<file path="src/rtl/shift_register_tx.sv">
// shift_register_tx: parallel-to-serial transmitter for register data.
// Accepts a word on a load/ready handshake and sends it LSB first as a
// framed bitstream (start, data, optional parity, stop). Every serial bit
// is held for CLKS_PER_BIT clock cycles.
//
// Optional feature: define SHIFT_REGISTER_TX_PARITY_EN to insert an
// even-parity bit between the last data bit and the stop bit.
//
// Ports:
//   clk        system clock, rising edge
//   reset      asynchronous active-low reset
//   data_in    word to transmit, sampled only on acceptance
//   load       request to transmit data_in
//   ready      block can accept a word this cycle
//   serial_out serial line, idle high
//   busy       frame in progress
//   done       one-cycle pulse on the final cycle of the stop bit
module shift_register_tx #(
    parameter int unsigned WIDTH        = 8,
    parameter int unsigned CLKS_PER_BIT = 4
) (
    input  logic             clk,
    input  logic             reset,
    input  logic [WIDTH-1:0] data_in,
    input  logic             load,
    output logic             ready,
    output logic             serial_out,
    output logic             busy,
    output logic             done
);

    localparam int unsigned TW = (CLKS_PER_BIT > 1) ? $clog2(CLKS_PER_BIT) : 1;
    localparam int unsigned BW = (WIDTH > 1) ? $clog2(WIDTH) : 1;
    localparam logic [TW-1:0] TIMER_TC = TW'(CLKS_PER_BIT - 1);
    localparam logic [BW-1:0] BIT_LAST = BW'(WIDTH - 1);
    // With one clock per bit the stop bit's first cycle is also its last.
    localparam logic ONE_CLK = (CLKS_PER_BIT == 1);

`ifdef SHIFT_REGISTER_TX_PARITY_EN
    typedef enum logic [2:0] {
        IDLE   = 3'd0,
        START  = 3'd1,
        DATA   = 3'd2,
        PARITY = 3'd3,
        STOP   = 3'd4
    } state_t;
`else
    typedef enum logic [2:0] {
        IDLE   = 3'd0,
        START  = 3'd1,
        DATA   = 3'd2,
        STOP   = 3'd4
    } state_t;
`endif

    state_t           state;
    logic [TW-1:0]    timer;
    logic [BW-1:0]    bit_cnt;
    logic [WIDTH-1:0] shift_reg;
    logic [WIDTH-1:0] shifted;
    logic             timer_tc;

`ifdef SHIFT_REGISTER_TX_PARITY_EN
    // Even parity of the word, captured at acceptance since shift_reg drains.
    logic parity_q;
`endif

    assign shifted  = shift_reg >> 1;
    assign timer_tc = (timer == TIMER_TC);

    // Frame sequencer; all outputs are registered alongside the state.
    always_ff @(posedge clk or negedge reset) begin
        if (!reset) begin
            state      <= IDLE;
            timer      <= '0;
            bit_cnt    <= '0;
            shift_reg  <= '0;
            serial_out <= 1'b1;
            ready      <= 1'b1;
            busy       <= 1'b0;
            done       <= 1'b0;
`ifdef SHIFT_REGISTER_TX_PARITY_EN
            parity_q   <= 1'b0;
`endif
        end else begin
            case (state)
                IDLE: begin
                    if (load) begin
                        state      <= START;
                        shift_reg  <= data_in;
                        timer      <= '0;
                        bit_cnt    <= '0;
                        serial_out <= 1'b0;
                        ready      <= 1'b0;
                        busy       <= 1'b1;
                        done       <= 1'b0;
`ifdef SHIFT_REGISTER_TX_PARITY_EN
                        parity_q   <= ^data_in;
`endif
                    end
                end

                START: begin
                    if (timer_tc) begin
                        state      <= DATA;
                        timer      <= '0;
                        bit_cnt    <= '0;
                        serial_out <= shift_reg[0];
                    end else begin
                        timer <= timer + TW'(1);
                    end
                end

                DATA: begin
                    if (timer_tc) begin
                        timer     <= '0;
                        shift_reg <= shifted;
                        if (bit_cnt == BIT_LAST) begin
                            bit_cnt <= '0;
`ifdef SHIFT_REGISTER_TX_PARITY_EN
                            state      <= PARITY;
                            serial_out <= parity_q;
`else
                            state      <= STOP;
                            serial_out <= 1'b1;
                            done       <= ONE_CLK;
`endif
                        end else begin
                            bit_cnt    <= bit_cnt + BW'(1);
                            serial_out <= shifted[0];
                        end
                    end else begin
                        timer <= timer + TW'(1);
                    end
                end

`ifdef SHIFT_REGISTER_TX_PARITY_EN
                PARITY: begin
                    if (timer_tc) begin
                        state      <= STOP;
                        timer      <= '0;
                        serial_out <= 1'b1;
                        done       <= ONE_CLK;
                    end else begin
                        timer <= timer + TW'(1);
                    end
                end
`endif

                STOP: begin
                    if (timer_tc) begin
                        state      <= IDLE;
                        timer      <= '0;
                        serial_out <= 1'b1;
                        ready      <= 1'b1;
                        busy       <= 1'b0;
                        done       <= 1'b0;
                    end else begin
                        timer <= timer + TW'(1);
                        // Flag the cycle in which the timer will sit at terminal count.
                        done  <= ((timer + TW'(1)) == TIMER_TC);
                    end
                end

                default: begin
                    state      <= IDLE;
                    timer      <= '0;
                    bit_cnt    <= '0;
                    serial_out <= 1'b1;
                    ready      <= 1'b1;
                    busy       <= 1'b0;
                    done       <= 1'b0;
                end
            endcase
        end
    end

endmodule
</file>
<file path="config.mk">
export PLATFORM = sky130hd
export DESIGN_NAME = shift_register_tx
export DESIGN_NICKNAME = d
export VERILOG_FILES = /design/src/rtl/shift_register_tx.sv
export SDC_FILE = /design/constraint.sdc
export NUM_CORES = 1
export LEC_CHECK = 0
export ABC_AREA = 1
export CELL_PAD_IN_SITES_DETAIL_PLACEMENT = 0
export CELL_PAD_IN_SITES_GLOBAL_PLACEMENT = 1
export CORE_MARGIN = 2
export CORE_UTILIZATION = 40
export CTS_BUF_LIST = sky130_fd_sc_hd__clkbuf_16
export DETAILED_ROUTE_END_ITERATION = 7
export PLACE_DENSITY_LB_ADDON = 0.1
export SYNTH_ARGS = -nofsm -noshare
export SYNTH_HDL_FRONTEND = slang
export SYNTH_SLANG_ARGS = --single-unit
export TNS_END_PERCENT = 20
</file>
<file path="constraint.sdc">
create_clock -name clk -period 3.3 [get_ports clk]
set_input_delay 0.66 -clock clk [delete_from_list [all_inputs] [get_ports clk]]
set_output_delay 0.66 -clock clk [all_outputs]
set_load 0.1 [all_outputs]
</file>
Word level (Yosys, flattened, before mapping) --
Cells that the tools add are included.
Word-level totals: register bits 20, input port bits 11, output and inout port bits 4, logic and storage cells 64
Cells by class: $add $sub $neg 2, equal/unequal tests 11, muxes and demuxes 30, bitwise logic cells 3, reduce and logical (&&, ||, !) cells 10
Operators by type and width (number):
- $mux W3 | 8
- $pmux W3 S4 | 2
- $mux W8 | 2
- $pmux W8 S2 | 1
- $reduce_and A4 Y1 | 3
- $mux W1 | 10
- $ne A2 B2 Y1 const B | 5
- $pmux W1 S4 | 2
- $eq A3 B3 Y1 const B | 2
- $pmux W1 S3 | 2
- $reduce_and A3 Y1 | 2
- $reduce_and A5 Y1 | 1
- $eq A2 B2 Y1 const B | 2
- $mux W2 | 2
- $pmux W2 S2 | 1
- $add A3 B1 Y3 const B | 1
- $eq A3 B1 Y1 const B | 1
- $eq A3 B2 Y1 const B | 1
- $logic_not A3 Y1 | 1
- $not A1 Y1 | 3
- $reduce_or A3 Y1 | 1
- $add A2 B1 Y2 const B | 1
- $reduce_bool A2 Y1 | 1
- $reduce_or A2 Y1 | 1

Logic depth before layout (Yosys ltp) --
Gate-level depths: netlist (run 1).
depth in word-level cells 4, depth in mapped cells 8, mapped depth without buffers 8

Least setup slack after synthesis (run 1) --
OpenSTA, ideal clock, no wires.
kind reg-to-output, from register done, to output port done, data arrival time 0.898 ns, setup slack 1.742 ns, stages on the path, launching flop included 1, cell sequence dfrtp_1
RTL lines:
- from (decl) | line 29 | output logic done
- from (signal assigned) | line 161 | done <= ((timer + TW'(1)) == TIMER_TC);
No word-level cell between the ends.

Final worst setup path (run 1) --
from register ready, to output port ready
RTL lines:
- from (decl) | line 26 | output logic ready,
- from (signal assigned) | line 79 | ready <= 1'b1;
- from (signal assigned) | line 94 | ready <= 1'b0;
- from (signal assigned) | line 155 | ready <= 1'b1;
No word-level cell between the ends.

==> results.toml, run 1 <==
[logic_synthesis]
netlist.top_cell.by_area = "dfrtp_1"
synth_cell_types = 24
syn_nets = 147
synth-edff-count = 0
synth_area_um2 = 1130
synth_common_cells = "nand2_1 (36), dfrtp_1 (18), inv_1 (16), o21ai_0 (12), o21ai_2 (9)"
synthCells = 132
synth.most_common_cell = "nand2_1"
async_flop_share_pct = 100
ys_seq_elements = 20
synth_top_area_share_pct = 40.0
ys.warnings.count = 0
avgSynthCellArea_um2 = 8.53
ys.flop_type = "dfrtp_1"
ys_seq_area_share_pct = 44.7
synthTopCellsByArea = "dfrtp_1 (40%), nand2_1 (12%), o21ai_2 (7.0%)"

[route]
drt_first_iter_violations = 11
route.final.wire_length_um = 1980
viasPerCell = 4.82
wl_per_cell_um = 11.1
route.detailed.drc = 0
drtPass1Iterations = 4
final_antenna_net_count = 0
via_count = 858

[critical_path]
worstSetupPathType = "register to output pin"
slowest_stage = "dfstp_2"
worst_path_dominant_cell_family = "flip-flops"
endpoint_kind = "output pin"
cp.required_ns = 2.64
cpPeakStageDelay_ns = 0.53
start_kind = "register"
crit_chain = "buf_4"
path_buf_inv = 1
crit_arrival_ns = 1.05
critPathMaxFanout = 2

[cells_and_area]
fin_util_pct = 49.4
syn_to_final_growth_pct = 18.9
fillCellCount = 274
largest_reg_flops = 8
fin_nets = 164
stdcell_count = 178
drive_above_1_share_pct = 20.4
diodes = 0

[grt]
grt_pass1_vias = 837
grt_overflow = 0
grt_pass1_wl_um = 3500
antenna_found_initial = 0
grt_max_degree = 21
groute.usage.overall_pct = 13.6

[clock_tree]
path_clk_slew_ns = 0.06
cts_tree = "done"
post_cts_resized = 0
root_buffer = "clkbuf_16"
clockBufferDepth = 2
cts_buffers = 3
clkSinkCount = 20
post_cts_buffers = 0
cts_hold_buf = 0
insertion_delay_ns = 0.25
cts_htree_levels = 1

[placed_design]
dp_cells = 175
hpwl_um = 1520
place.gp.congestion = 0.823
portBuffers = 14

[power]
power.total_uw = 1300
ir_worst_vdd_v = 0.000524
p_per_area_nw_per_um2 = 968
leakage_uw = 0.000688

[sta]
fmax_mhz = 584
setup_viol = 0
period_minus_slack_ns = 1.71
timing.final.hold_violations = 0
fin_skew_ns = 0.00306
slew_violations = 0
slew_headroom_pct = 40.2
period_share_pct = 51.9
setup_tns_ns = 0
worstMarginPinSlew_ns = 0.894
rsz0062_at_grt = "false"

[die]
row_count = 19
num_io_pins = 15
die_x_um = 57.1
chipHeight_um = 57.1
dieArea_um2 = 3260
initial_utilization_pct = 41.6
fp.coreArea_um2 = 2710

[min_path]
hold_class = "register to register"

[outcome]
status = "finished clean"

[run]
maxCapViolations = 0
[worst paths after layout]
path                                   startpoint                        to  slack (ns)  depth (start not counted)
max                             ready$_DFFE_PN1P_                     ready        1.59                          1
min                        serial_out$_DFFE_PN1P_    serial_out$_DFFE_PN1P_        0.46                          2
max reg2reg                bit_cnt[0]$_DFFE_PN0P_          done$_DFFE_PN0P_        1.87                          7
min reg2reg                serial_out$_DFFE_PN1P_    serial_out$_DFFE_PN1P_        0.46                          2
max in group asynchronous                   reset  shift_reg[6]$_DFFE_PN0P_        1.83                          1
min in group asynchronous                   reset      state[0]$_DFFE_PN0P_        0.92                          1
[routing by layer]
metal	part of all wire (%)	global-route usage [%]	wire length, um	vias up
met5	0	0	0	-
met4	2.0	5.32	39	0
met3	4.0	2.49	79	6
met2	45	21.8	896	20
met1	49	18.1	962	381
li1	-	-	-	451
[power breakdown]
part / switching [uW] / internal (uW) / total, uW
Clock: 84.2 / 160 / 244
Sequential: 49.7 / 346 / 396
Combinational: 456 / 200 / 656
Total: 590 / 706 / 1300
[layout make-up]
class	count	area [um2]	area share, %
multi-input combinational	91	518	38.7
sequential	20	503	37.6
timing repair buffer	14	130	9.72
clock buffer	3	75.1	5.61
inverter	19	73.8	5.51
tap	31	38.8	2.90
[metrics by stage]
step / setup WS, ns / cell area [um2] / hold slack, ns
4_1_cts: 1.58 / 1340 / 0.470
6_report: 1.59 / 1340 / 0.464
5_1_grt: 1.56 / 1340 / 0.497
3_5_place_dp: 1.40 / 1260 / 0.460
3_3_place_gp: 1.41 / 1260 / 0.455
2_1_floorplan: 1.74 / 1130 / 0.364
[placed cells by master, fill, tap and decap left out]
cell and instances:
buf_4 4, clkbuf_16 3, clkdlybuf4s50_1 10, dfrtp_1 18, dfstp_2 2, ha_1 4
inv_1 16, inv_2 2, inv_4 1, nand2_1 36, nand2_2 3, nand2_4 2
nand3_1 7, nand3_2 1, nand3b_1 2, nand4_1 2, nor2_1 7, nor2_2 1
nor2_4 1, nor2_8 1, nor3_1 1, o21ai_0 12, o21ai_1 1, o21ai_2 9
o22ai_1 1
[kinds of logic (layout without fill, tap and decap cells)]
group	Yosys count	after routing	synth area share [%]
AOI/OAI and AO/OA	23	23	13.3
adders and majority gates	4	4	4.44
buffers and inverters	21	36	9.33
DFF	20	20	44.7
and+or+nand+nor	64	64	28.2
No activity file was read; power rests on OpenSTA's default activity.
==> inputs of run 2 (changes only) <==
- clock period: 3.3 -> 1.6 ns (I/O delays scaled with it)
==> run 2 against run 1 <==
- routed wire length up 3.5%
- clock power up 110%
- sequential power up 110%
- utilization up 2.3 points
- global-route usage about the same
- power up 120%
- via count up 1.4%
- sequential share of layout area down 1.6 points
- final cell count up 1.1%
- critical path depth up 6
- setup slack worse by 1.4 ns
- flip-flop and latch count unchanged
- critical path type is now register to register
- largest power group unchanged
- highest routed layer unchanged
==> results.toml, run 2 (synthesis gave the netlist of run 1 again) <==
[clock_tree]
cts_tree = "done"
insertion_delay_ns = 0.25
clkSinkCount = 20
cts_hold_buf = 0
clockBufferDepth = 2
cts_htree_levels = 1
root_buffer = "clkbuf_16"
post_cts_resized = 0
path_clk_slew_ns = 0.06
post_cts_buffers = 0
cts_buffers = 3

[power]
ir_worst_vdd_v = 0.00107
p_per_area_nw_per_um2 = 2000
combPwrFrac_pct = 51.7
leakage_uw = 0.000710
switching_share_pct = 44.8
p_seq_share_pct = 30.1
internal_power_uw = 1550
switchingPower_uw = 1250
power.share.clock_pct = 18.2

[cells_and_area]
multi_input_area_um2 = 518
largest_reg_flops = 8
fillCellCount = 263
syn_to_final_growth_pct = 24.3
mostFrequentLayoutCells = "nand2_1 (36), dfrtp_1 (18), inv_1 (16), o21ai_0 (12), clkdlybuf4s50_1 (10)"
diodes = 0
regArea_um2 = 503
drive_above_1_share_pct = 20.8
fin_nets = 165
final_common_cell = "nand2_1"

[die]
initial_utilization_pct = 41.6
dieArea_um2 = 3260
chipHeight_um = 57.1
row_count = 19
num_io_pins = 15
die_x_um = 57.1
fp.coreArea_um2 = 2710

[route]
drt_first_iter_violations = 22
wl_per_cell_um = 11.4
final_antenna_net_count = 0
route.detailed.drc = 0
via_count = 870
route.final.wire_length_um = 2050
viasPerCell = 4.83
drtPass1Iterations = 4

[critical_path]
reg2reg_depth = 7
cp.required_ns = 1.74
crit_arrival_ns = 1.53
crit_chain = "ha_1, ha_1, inv_1, o21ai_0, nand3_1, nand2_1, nand2_1"
worstSetupPathType = "register to register"
critPathMaxFanout = 3
endpoint_kind = "register"
cpPeakStageDelay_ns = 0.36
r2r-end = "done$_DFFE_PN0P_"
reg2reg_from = "bit_cnt[0]$_DFFE_PN0P_"
start_kind = "register"
r2r_slack_ns = 0.21
startpoint = "bit_cnt[0]$_DFFE_PN0P_"
crit_end = "done$_DFFE_PN0P_"
slowest_stage = "dfrtp_1"

[sta]
setup_viol = 0
timing.final.hold_violations = 0
worstMarginPinSlew_ns = 0.420
slew_violations = 0
slew_headroom_pct = 71.8
rsz0062_at_grt = "false"
holdWs_ns = 0.409
period_minus_slack_ns = 1.39
fin_skew_ns = 0.00129
fmax_mhz = 720
setup_tns_ns = 0
period_share_pct = 86.8

[placed_design]
hpwl_um = 1540
portBuffers = 14
place.gp.congestion = 0.862

[outcome]
status = "finished clean"

[grt]
groute.usage.overall_pct = 13.5
grt_overflow = 0
grt_pass1_vias = 809
grt_pass1_wl_um = 3510
grt_max_degree = 21
antenna_found_initial = 0

[run]
maxCapViolations = 0

[min_path]
hold_class = "primary input to asynchronous set/reset pin"
[run 2: cell types whose count changed in the layout (fill, tap and decap cells not counted), sizes merged]
cell / before / now
clkinv: 0 / 1
buf: 4 / 5
[run 2: cell type report]
class / count / share of cell area, %
Clock buffer: 3 / 5.36
Clock inverter: 1 / 0.268
Inverter: 19 / 5.27
Multi-Input combinational cell: 91 / 37.0
Sequential cell: 20 / 35.9
Tap cell: 31 / 2.77
Timing Repair Buffer: 15 / 13.4
[run 2: stage by stage]
step | area [um2] | total power, uW | instances | setup WS [ns] | utilization, %
after floorplan | 1130 | 2020 | 132 | 0.336 | -
after global placement | 1320 | 2300 | 176 | 0.0549 | 48.8
after detailed placement | 1320 | 2310 | 176 | 0.0388 | 48.8
after CTS | 1400 | 2840 | 180 | 0.211 | 51.7
after global routing | 1400 | 3020 | 180 | 0.106 | 51.7
final | 1400 | 2800 | 180 | 0.211 | 51.7
[run 2: power groups by stage]
stage | registers [uW] | logic (uW) | clock network, uW
finish | 842 | 1450 | 511
global placement | 846 | 1450 | 0
CTS | 843 | 1470 | 527
floorplan | 1060 | 956 | 0
detailed placement | 852 | 1460 | 0
global route | 863 | 1610 | 547
[run 2: layer usage]
layer	vias to the layer above	track usage, %	wire (um)
li1	454	-	-
met1	400	18.1	988
met2	14	23.2	978
met3	2	1.59	63
met4	0	3.99	16
met5	-	0	0
[run 2: worst min path at each step]
stage	start	endpoint	slack, ns	depth (start not counted)
3_5_place_dp	serial_out$_DFFE_PN1P_	serial_out$_DFFE_PN1P_	0.48	2
6_report	reset	state[0]$_DFFE_PN0P_	0.41	2
5_1_grt	reset	state[0]$_DFFE_PN0P_	0.44	2
4_1_cts	reset	state[2]$_DFFE_PN0P_	0.42	2
3_3_place_gp	bit_cnt[1]$_DFFE_PN0P_	bit_cnt[1]$_DFFE_PN0P_	0.47	2
2_1_floorplan	reset	bit_cnt[0]$_DFFE_PN0P_	0.02	0
[run 2: critical path: cells and delay by family (launching register included)]
family                   cells  cell delay, ns
AO/OA/AOI/OAI                1            0.28
adder cells (fa/ha/maj)      2            0.33
buffers and inverters        1            0.06
flip-flops                   1            0.36
AND/OR/NAND/NOR              3            0.25
==> inputs of run 3 (changes only) <==
- SLEW_MARGIN: unset -> 25
==> results of run 3 <==
Same layout as run 2: the final DEF is identical, and so are final timing and power.
